$ cat config.mk
export PLATFORM = sky130hd
export DESIGN_NAME = load_store_unit
export DESIGN_NICKNAME = d
export VERILOG_FILES = /design/src/rtl/load_store_unit.sv
export SDC_FILE = /design/constraint.sdc
export NUM_CORES = 1
export LEC_CHECK = 0
export CELL_PAD_IN_SITES_DETAIL_PLACEMENT = 0
export CELL_PAD_IN_SITES_GLOBAL_PLACEMENT = 1
export CORE_ASPECT_RATIO = 1.75
export CORE_MARGIN = 1
export CORE_UTILIZATION = 35
export CTS_BUF_LIST = sky130_fd_sc_hd__clkbuf_2 sky130_fd_sc_hd__clkbuf_4 sky130_fd_sc_hd__clkbuf_8
export CTS_CLUSTER_DIAMETER = 120
export CTS_CLUSTER_SIZE = 30
export DETAILED_ROUTE_END_ITERATION = 16
export PLACE_DENSITY_LB_ADDON = 0.1
export SYNTH_ARGS = -nofsm -noshare
export SYNTH_HDL_FRONTEND = slang
export SYNTH_SLANG_ARGS = --single-unit
$ cat constraint.sdc
create_clock -name clk -period 2.74 [get_ports clk]
set_clock_uncertainty 0.15 [all_clocks]
set_input_delay 0.548 -clock clk [delete_from_list [all_inputs] [get_ports clk]]
set_output_delay 0.548 -clock clk [all_outputs]
set_load 0.005 [all_outputs]
$ cat src/rtl/load_store_unit.sv
// Data-memory load/store unit: runs one req/gnt/rvalid bus transaction per access,
// steering byte lanes, extending load data, checking alignment and timing out stuck accesses.
module load_store_unit #(
  parameter int unsigned TIMEOUT_CYCLES = 255
) (
  input  logic        clk,
  input  logic        rst_n,
  input  logic        MemRead,
  input  logic        MemWrite,
  input  logic [2:0]  funct3,
  input  logic [31:0] ALUResult,
  input  logic [31:0] StoreData,
  output logic        Stall,
  output logic        Done,
  output logic [31:0] LoadData,
  output logic        AlignErr,
  output logic        BusError,
  output logic        mem_req,
  output logic        mem_we,
  output logic [31:0] mem_addr,
  output logic [3:0]  mem_be,
  output logic [31:0] mem_wdata,
  input  logic        mem_gnt,
  input  logic        mem_rvalid,
  input  logic [31:0] mem_rdata
);

  typedef enum logic [1:0] {
    IDLE = 2'b00,
    REQ  = 2'b01,
    WAIT = 2'b10,
    DONE = 2'b11
  } state_t;

  state_t      state_r;
  state_t      state_nxt_s;
  logic [15:0] cnt_r;
  logic [2:0]  f3_r;
  logic [1:0]  off_r;
  logic        mem_req_r;
  logic        mem_we_r;
  logic [31:0] mem_addr_r;
  logic [3:0]  mem_be_r;
  logic [31:0] mem_wdata_r;
  logic        done_r;
  logic        align_err_r;
  logic        bus_err_r;
  logic [31:0] load_data_r;
  logic        req_s;
  logic        legal_s;
  logic        accept_s;
  logic        timeout_s;
  logic        fault_s;
  logic        bus_err_s;
  logic        rd_done_s;

  function automatic logic legal_access(input logic [2:0] f3, input logic we,
                                        input logic [1:0] off);
    logic ok;
    ok = 1'b0;
    case (f3)
      3'b000:  ok = 1'b1;
      3'b001:  ok = (off[0] == 1'b0);
      3'b010:  ok = (off == 2'b00);
      3'b100:  ok = !we;
      3'b101:  ok = !we && (off[0] == 1'b0);
      default: ok = 1'b0;
    endcase
    return ok;
  endfunction

  function automatic logic [3:0] byte_enables(input logic [2:0] f3, input logic we,
                                              input logic [1:0] off);
    logic [3:0] be;
    be = 4'b1111;
    if (we) begin
      case (f3[1:0])
        2'b00:   be = 4'b0001 << off;
        2'b01:   be = off[1] ? 4'b1100 : 4'b0011;
        default: be = 4'b1111;
      endcase
    end else begin
      be = 4'b1111;
    end
    return be;
  endfunction

  function automatic logic [31:0] store_lanes(input logic [2:0] f3, input logic [31:0] d);
    logic [31:0] w;
    case (f3[1:0])
      2'b00:   w = {4{d[7:0]}};
      2'b01:   w = {2{d[15:0]}};
      default: w = d;
    endcase
    return w;
  endfunction

  // Shift the addressed lane down to bit 0, then sign- or zero-extend by access type.
  function automatic logic [31:0] extract_load(input logic [2:0] f3, input logic [1:0] off,
                                               input logic [31:0] rdata);
    logic [31:0] sh;
    logic [31:0] v;
    sh = rdata >> {off, 3'b000};
    case (f3)
      3'b000:  v = {{24{sh[7]}}, sh[7:0]};
      3'b001:  v = {{16{sh[15]}}, sh[15:0]};
      3'b100:  v = {24'h000000, sh[7:0]};
      3'b101:  v = {16'h0000, sh[15:0]};
      default: v = rdata;
    endcase
    return v;
  endfunction

  assign req_s     = MemRead | MemWrite;
  assign legal_s   = legal_access(funct3, MemWrite, ALUResult[1:0]);
  assign accept_s  = (state_r == IDLE) && req_s && legal_s;
  assign timeout_s = (({1'b0, cnt_r} + 17'd1) == 17'(TIMEOUT_CYCLES));

  // Stall is gated by rst_n so it drops the instant reset is asserted.
  assign Stall     = rst_n & (((state_r == IDLE) & req_s) | (state_r == REQ) | (state_r == WAIT));
  assign Done      = done_r;
  assign AlignErr  = align_err_r;
  assign BusError  = bus_err_r;
  assign LoadData  = load_data_r;
  assign mem_req   = mem_req_r;
  assign mem_we    = mem_we_r;
  assign mem_addr  = mem_addr_r;
  assign mem_be    = mem_be_r;
  assign mem_wdata = mem_wdata_r;

  // Next-state logic; a completing bus event beats the timeout in the same cycle.
  always_comb begin
    state_nxt_s = state_r;
    fault_s     = 1'b0;
    bus_err_s   = 1'b0;
    rd_done_s   = 1'b0;
    case (state_r)
      IDLE: begin
        if (req_s && legal_s) begin
          state_nxt_s = REQ;
        end else if (req_s) begin
          state_nxt_s = DONE;
          fault_s     = 1'b1;
        end else begin
          state_nxt_s = IDLE;
        end
      end
      REQ: begin
        if (mem_gnt && mem_we_r) begin
          state_nxt_s = DONE;
        end else if (timeout_s) begin
          state_nxt_s = DONE;
          bus_err_s   = 1'b1;
        end else if (mem_gnt) begin
          state_nxt_s = WAIT;
        end else begin
          state_nxt_s = REQ;
        end
      end
      WAIT: begin
        if (mem_rvalid) begin
          state_nxt_s = DONE;
          rd_done_s   = 1'b1;
        end else if (timeout_s) begin
          state_nxt_s = DONE;
          bus_err_s   = 1'b1;
        end else begin
          state_nxt_s = WAIT;
        end
      end
      DONE:    state_nxt_s = IDLE;
      default: state_nxt_s = IDLE;
    endcase
  end

  // State register.
  always_ff @(posedge clk or negedge rst_n) begin
    if (!rst_n) begin
      state_r <= IDLE;
    end else begin
      state_r <= state_nxt_s;
    end
  end

  // Timeout counter: cleared on acceptance, counts every REQ/WAIT cycle.
  always_ff @(posedge clk or negedge rst_n) begin
    if (!rst_n) begin
      cnt_r <= 16'd0;
    end else if (accept_s) begin
      cnt_r <= 16'd0;
    end else if ((state_r == REQ) || (state_r == WAIT)) begin
      cnt_r <= cnt_r + 16'd1;
    end else begin
      cnt_r <= cnt_r;
    end
  end

  // Capture the access on acceptance; bus outputs stay stable for the whole transaction.
  always_ff @(posedge clk or negedge rst_n) begin
    if (!rst_n) begin
      f3_r        <= 3'b000;
      off_r       <= 2'b00;
      mem_we_r    <= 1'b0;
      mem_addr_r  <= 32'h0000_0000;
      mem_be_r    <= 4'b0000;
      mem_wdata_r <= 32'h0000_0000;
    end else if (accept_s) begin
      f3_r        <= funct3;
      off_r       <= ALUResult[1:0];
      mem_we_r    <= MemWrite;
      mem_addr_r  <= {ALUResult[31:2], 2'b00};
      mem_be_r    <= byte_enables(funct3, MemWrite, ALUResult[1:0]);
      mem_wdata_r <= store_lanes(funct3, StoreData);
    end else begin
      f3_r        <= f3_r;
      off_r       <= off_r;
      mem_we_r    <= mem_we_r;
      mem_addr_r  <= mem_addr_r;
      mem_be_r    <= mem_be_r;
      mem_wdata_r <= mem_wdata_r;
    end
  end

  // Registered request and completion flags.
  always_ff @(posedge clk or negedge rst_n) begin
    if (!rst_n) begin
      mem_req_r   <= 1'b0;
      done_r      <= 1'b0;
      align_err_r <= 1'b0;
      bus_err_r   <= 1'b0;
    end else begin
      mem_req_r   <= (state_nxt_s == REQ);
      done_r      <= (state_nxt_s == DONE);
      align_err_r <= fault_s;
      bus_err_r   <= bus_err_s;
    end
  end

  // Load result: extended data on rvalid, zero for any other way into DONE.
  always_ff @(posedge clk or negedge rst_n) begin
    if (!rst_n) begin
      load_data_r <= 32'h0000_0000;
    end else if (rd_done_s) begin
      load_data_r <= extract_load(f3_r, off_r, mem_rdata);
    end else if (state_nxt_s == DONE) begin
      load_data_r <= 32'h0000_0000;
    end else begin
      load_data_r <= load_data_r;
    end
  end

endmodule

# After elaboration in Yosys (flattened, before gate mapping)
# Cells that the tools add are included.
op_classes:
  reduce_logical: 14
  shifts: 2
  muxes: 27
  n_eq_ne: 14
  n_addsub: 2
  n_bitwise: 6
op_table:
  columns: ["cell", "count"]
  rows:
  - ["$pmux 32 s4", 1]
  - ["$mux 32", 2]
  - ["$pmux 32 s2", 1]
  - ["$mux 16", 2]
  - ["$shr 32x5->16", 1]
  - ["$add 16x1->17 const B", 1]
  - ["$eq 17x8->1 const B", 1]
  - ["$add 16x1->16 const B", 1]
  - ["$eq 3x3->1 const B", 4]
  - ["$mux 1", 10]
  - ["$mux 2", 5]
  - ["$mux 4", 2]
  - ["$pmux 2 s4", 1]
  - ["$pmux 4 s2", 1]
  - ["$eq 2x1->1 const B", 3]
  - ["$eq 2x2->1 const B", 3]
  - ["$eq 3x1->1 const B", 2]
  - ["$logic_not 2->1", 3]
  - ["$logic_not 3->1", 2]
  - ["$logic_and 1x1->1", 5]
  - ["$pmux 1 s5", 1]
  - ["$reduce_bool 2->1", 2]
  - ["$shl 1x2->4 const A", 1]
  - ["$eq 3x2->1 const B", 1]
  - ["6 further kinds", 9]
totals:
  out_inout_bits: 106
  word_cells: 78
  register_bits: 126
  inputBits: 105

# Longest topological paths before layout
logic_depth:
  depth_word: 9
  ltp_mapped: 10
  mapped_depth_nobuf: 8

# Worst setup path after synthesis
# No wires, ideal clock.
synth_path:
  path_type: "reg-to-reg"
  from: "register cnt_r[1]"
  to: "register load_data_r[30], in the netlist LoadData[30]"
  arrival_ps: 2022
  path_slack_ps: 443
  required_time_ps: 2465
  setup_ps: 125
  path_stages_with_launch: 9
  synth_period_minus_slack_ps: 2297
  path_buffers: 1
  cell_sequence: "dfrtp_1 -> ha_1 -> nand4_1 -> nor3_1 -> mux2i_1 -> o211ai_4 -> o21ai_4 -> buf_12 -> o21ai_2"
synth_between:
  elab_chain_cells: 7
  word_cells_on_any_way: 9
  cone_classes: "1 x add/sub; 2 x eq/ne; 5 x mux; 1 x reduce/logical"
synth_rtl:
  columns: ["element", "line_no", "text"]
  rows:
  - ["start, declared", "37", "logic [15:0] cnt_r;"]
  - ["start signal, assigned", "192", "cnt_r <= cnt_r + 16'd1;"]
  - ["start signal, assigned", "194", "cnt_r <= cnt_r;"]
  - ["$add 16x1->17 (*)", "117", "assign timeout_s = (({1'b0, cnt_r} + 17'd1) == 17'(TIMEOUT_CYCLES));"]
  - ["$eq 17x8->1 (*)", "117", null]
  - ["$mux 1 / $mux 2 (equally long branches)", "164, 151", null]
  - ["$mux 1 / $mux 2 (equally long branches)", "161, 149", null]
  - ["$pmux 2 s4 (*)", "137", "case (state_r)"]
  - ["$eq 2x2->1 (*)", "245", "end else if (state_nxt_s == DONE) begin"]
  - ["$reduce_bool 2->1 (no line) (*)", null, null]
  - ["end signal, assigned", "244", "load_data_r <= extract_load(f3_r, off_r, mem_rdata);"]
  - ["end signal, assigned", "248", "load_data_r <= load_data_r;"]
  - ["end, declared", "48", "logic [31:0] load_data_r;"]
# Mark *: on every way between the ends. The rest lies on a longest branch, timed or not.
# A chain may end at the register's enable or synchronous reset.

# Worst setup path in the final report
layout_path:
  from: "register cnt_r[1]"
  to: "register load_data_r[2], in the netlist LoadData[2]"
# The elaborated chain is that of the path after synthesis.

==> flow_summary.toml <==
[clocking]
cts_tree = "yes"
cts_htree_levels = 4
cts.reportedPaths.clkPinSlew_ps = 80
cts.repair_timing.setup_buffer_count = 0
cts.sinks = 126
cts-root-to-sink-buffers = 2
cts_made_buffers = 17
clk-insertion-delay-late_ps = 450
clock_tree.root_cell = "sky130_fd_sc_hd__clkbuf_8"

[global_routing]
global_route_wire_length_before_repair_mm = 32.0
grt_overflow_total = 0
grt_start_max_net_pins = 82
first_global_vias = 6157
grt_antenna_before_repair = 0
global_route.usage.total_pct = 21.2

[worst_setup_path]
critPathKind = "flop to flop"
arrival_ps = 2640
crit_path_cell_trace = "ha_1 -> nand4_1 -> nor3_1 -> mux2i_1 -> buf_4 -> o211ai_4 -> nor2_4 -> o21ai_0"
worstSetupStartpointType = "flop"
maximum_fanout_encountered_on_the_critical_timing_path = 16
crit_path_end_kind = "flop"
standard_cell_with_the_maximum_stage_delay_on_the_critical_path = "sky130_fd_sc_hd__dfrtp_1"
critical-path-max-stage-delay_ps = 520
cp.required_ps = 2900

[timing]
post_route_hold_slack_ps = 157
rsz0062_at_grt = "false"
achievable-frequency_mhz = 404
final.period_utilization_pct = 90.3
slew_viol_final = 0
time_the_worst_path_needs_with_i_o_delays_and_setup_ps = 2480
final-setup-viol-count = 0
worst_pin_slew_ps = 848
final_critical_path_setup_slack_ps = 265
hold_vio_cnt_final = 0
relative_slew_margins_pct = 43.5

[final_layout]
layout_common_cells = "sky130_fd_sc_hd__clkdlybuf4s50_1 (205), sky130_fd_sc_hd__nand2_1 (195), sky130_fd_sc_hd__dfrtp_1 (126)"
nNetsFinal = 1058
layout_commonest_cell = "sky130_fd_sc_hd__clkdlybuf4s50_1"
finish.instance_area_mm2 = 0.00958
register_area_mm2 = 0.00315
area_growth_pct = 43.5
diodes = 0
final_layout_size_suffix_gt1_share_pct = 10.7
fill_cells = 1785
multi_input_area_mm2 = 0.00322

[synthesis]
synth_seq_area_share_pct = 47.2
synth_enable_flop_cells = 0
synth_seq_cells = 126
synth.distinct_cells = 56
synthCells = 747
avgSynthCellArea_um2 = 8.93
yosysWarnings = 0
asyncSetResetFlopFracSynth_pct = 100
synth_flop_cell = "sky130_fd_sc_hd__dfrtp_1"
post_synth_instance_area_mm2 = 0.00667

[power]
total_leakage_power_nw = 4.20
power_mw = 10.2
power.ir.vdd_worst_mv = 0.536
power.density_mw_per_mm2 = 1060

[drt]
route.antenna.remaining_nets = 0
total_iterations_of_the_first_detailed_routing_run = 5
remaining_drc_errors = 0
viasPerCell = 5.08
drt-wirelength-per-cell_um = 16.9
dr.first_iter.drc_count = 263
vias = 6082
wl_mm = 20.3

[placement]
buffers_added_on_ports = 208
dpl-instance-area_mm2 = 0.00909
detailedPlace.worstSlack_ps = -103
sum_of_net_half_perimeters_after_detailed_placement_mm = 15.0
routabilityCongestion = 0.787

[outcome]
run_status = "finished clean"

[floorplan]
initial_core_util_pct = 35.8
placement_rows = 66
die_w_um = 106
floorplan.core_area_mm2 = 0.0187
pin_count = 211
die_height_um = 185
die_area_mm2 = 0.0196

[hold_path]
holdCritPathClass = "primary input to async pin"

[run]
number_of_maximum_capacitance_violations = 0
## report_power, final
part	total (mW)	internal [mW]	leakage (nW)	switching, mW
clock network	1.94	1.14	0.236	0.800
registers	3.35	2.70	1.59	0.658
logic	4.91	2.58	2.38	2.33
## routing by layer
metal	track usage, %	vias up	routed length, um
met5	0	-	0
li1	-	2969	-
met3	4.84	28	947
met4	9.44	0	595
met2	37.6	173	10700
met1	23.9	2912	8050
## cell families (layout without fill, tap and decap cells)
logic type,Yosys count,count (layout),share of synthesized area [%]
AO/OA/AOI/OAI,172,172,17.4
flip-flops,126,126,47.2
XOR/XNOR,16,16,2.10
buffers and inverters,73,285,4.97
AND/OR/NAND/NOR,319,319,21.8
adder cells (fa/ha/maj),6,6,1.12
other,1,2,0.0562
multiplexers,34,34,5.29
## sequential cells by signal, summed over array words and instances (netlist names)
register,flops
Done,1
mem_be,4
cnt_r,16
state_r,2
BusError,1
mem_addr,30
LoadData,32
mem_wdata,32
AlignErr,1
off_r,2
f3_r,3
mem_req,1
mem_we,1
## worst paths after layout
kind	startpoint	endpoint	slack, ps	depth (start not counted)
min in group clk	mem_addr[25]$_DFFE_PN0P_	mem_addr[25]$_DFFE_PN0P_	330	2
worst max-delay path	cnt_r[1]$_DFFE_PN0P_	LoadData[2]$_DFFE_PN0P_	260	8
max in group asynchronous	rst_n	LoadData[11]$_DFFE_PN0P_	1700	2
worst min-delay path	rst_n	LoadData[16]$_DFFE_PN0P_	160	2
worst max register to register	cnt_r[1]$_DFFE_PN0P_	LoadData[2]$_DFFE_PN0P_	260	8
worst min register to register	mem_addr[25]$_DFFE_PN0P_	mem_addr[25]$_DFFE_PN0P_	330	2
## what timing repair did
action	4_1_cts	5_1_grt
endpoints found under the hold margin	0	0
endpoints found under the setup margin	1	1
pin swaps	0	1
gates resized for setup	5	2
hold buffers	0	0
## critical path: cells and delay by family (launching register included)
kind / cells / cell delay, ps
and+or+nand+nor: 3 / 780
muxes: 1 / 250
adders and majority gates: 1 / 230
DFF: 1 / 520
AOI/OAI and AO/OA: 2 / 250
buffers and inverters: 1 / 160
## per-stage QoR
stage / util, % / setup TNS (ps) / instances
global placement: 48.7 / -45.6 / 1166
CTS: 51.3 / 0 / 1198
finish: 51.3 / 0 / 1198
detailed placement: 48.7 / -103 / 1166
global route: 51.3 / 0 / 1198
floorplan: - / 0 / 748
## cell type report
class / instances / area share [%]
Clock buffer: 19 / 2.73
Clock inverter: 13 / 2.21
Inverter: 16 / 0.627
Multi-Input combinational cell: 549 / 33.6
Sequential cell: 126 / 32.9
Tap cell: 238 / 3.11
Timing Repair Buffer: 237 / 24.8
## cells in the mapped netlist (all sizes together) (4+ instances only)
cell type	number	area share, %
a31oi	17	1.8
nor2b	9	0.84
o21ai	72	6.2
a21oi	25	1.9
nand3	21	1.8
a32oi	16	2.1
nor2	44	2.6
nor4	4	0.56
ha	6	1.1
o2bb2ai	7	0.92
mux2i	33	4.9
a22oi	14	1.6
o22ai	9	0.84
nand2	198	11
nor3	9	0.84
nand4	8	1.1
clkbuf	31	1.7
dfrtp	126	47
inv	16	0.90
nand2b	13	1.2
xnor2	9	1.2
xor2	7	0.92
buf	26	2.3
Note: power is estimated with default switching activity, not from simulation.
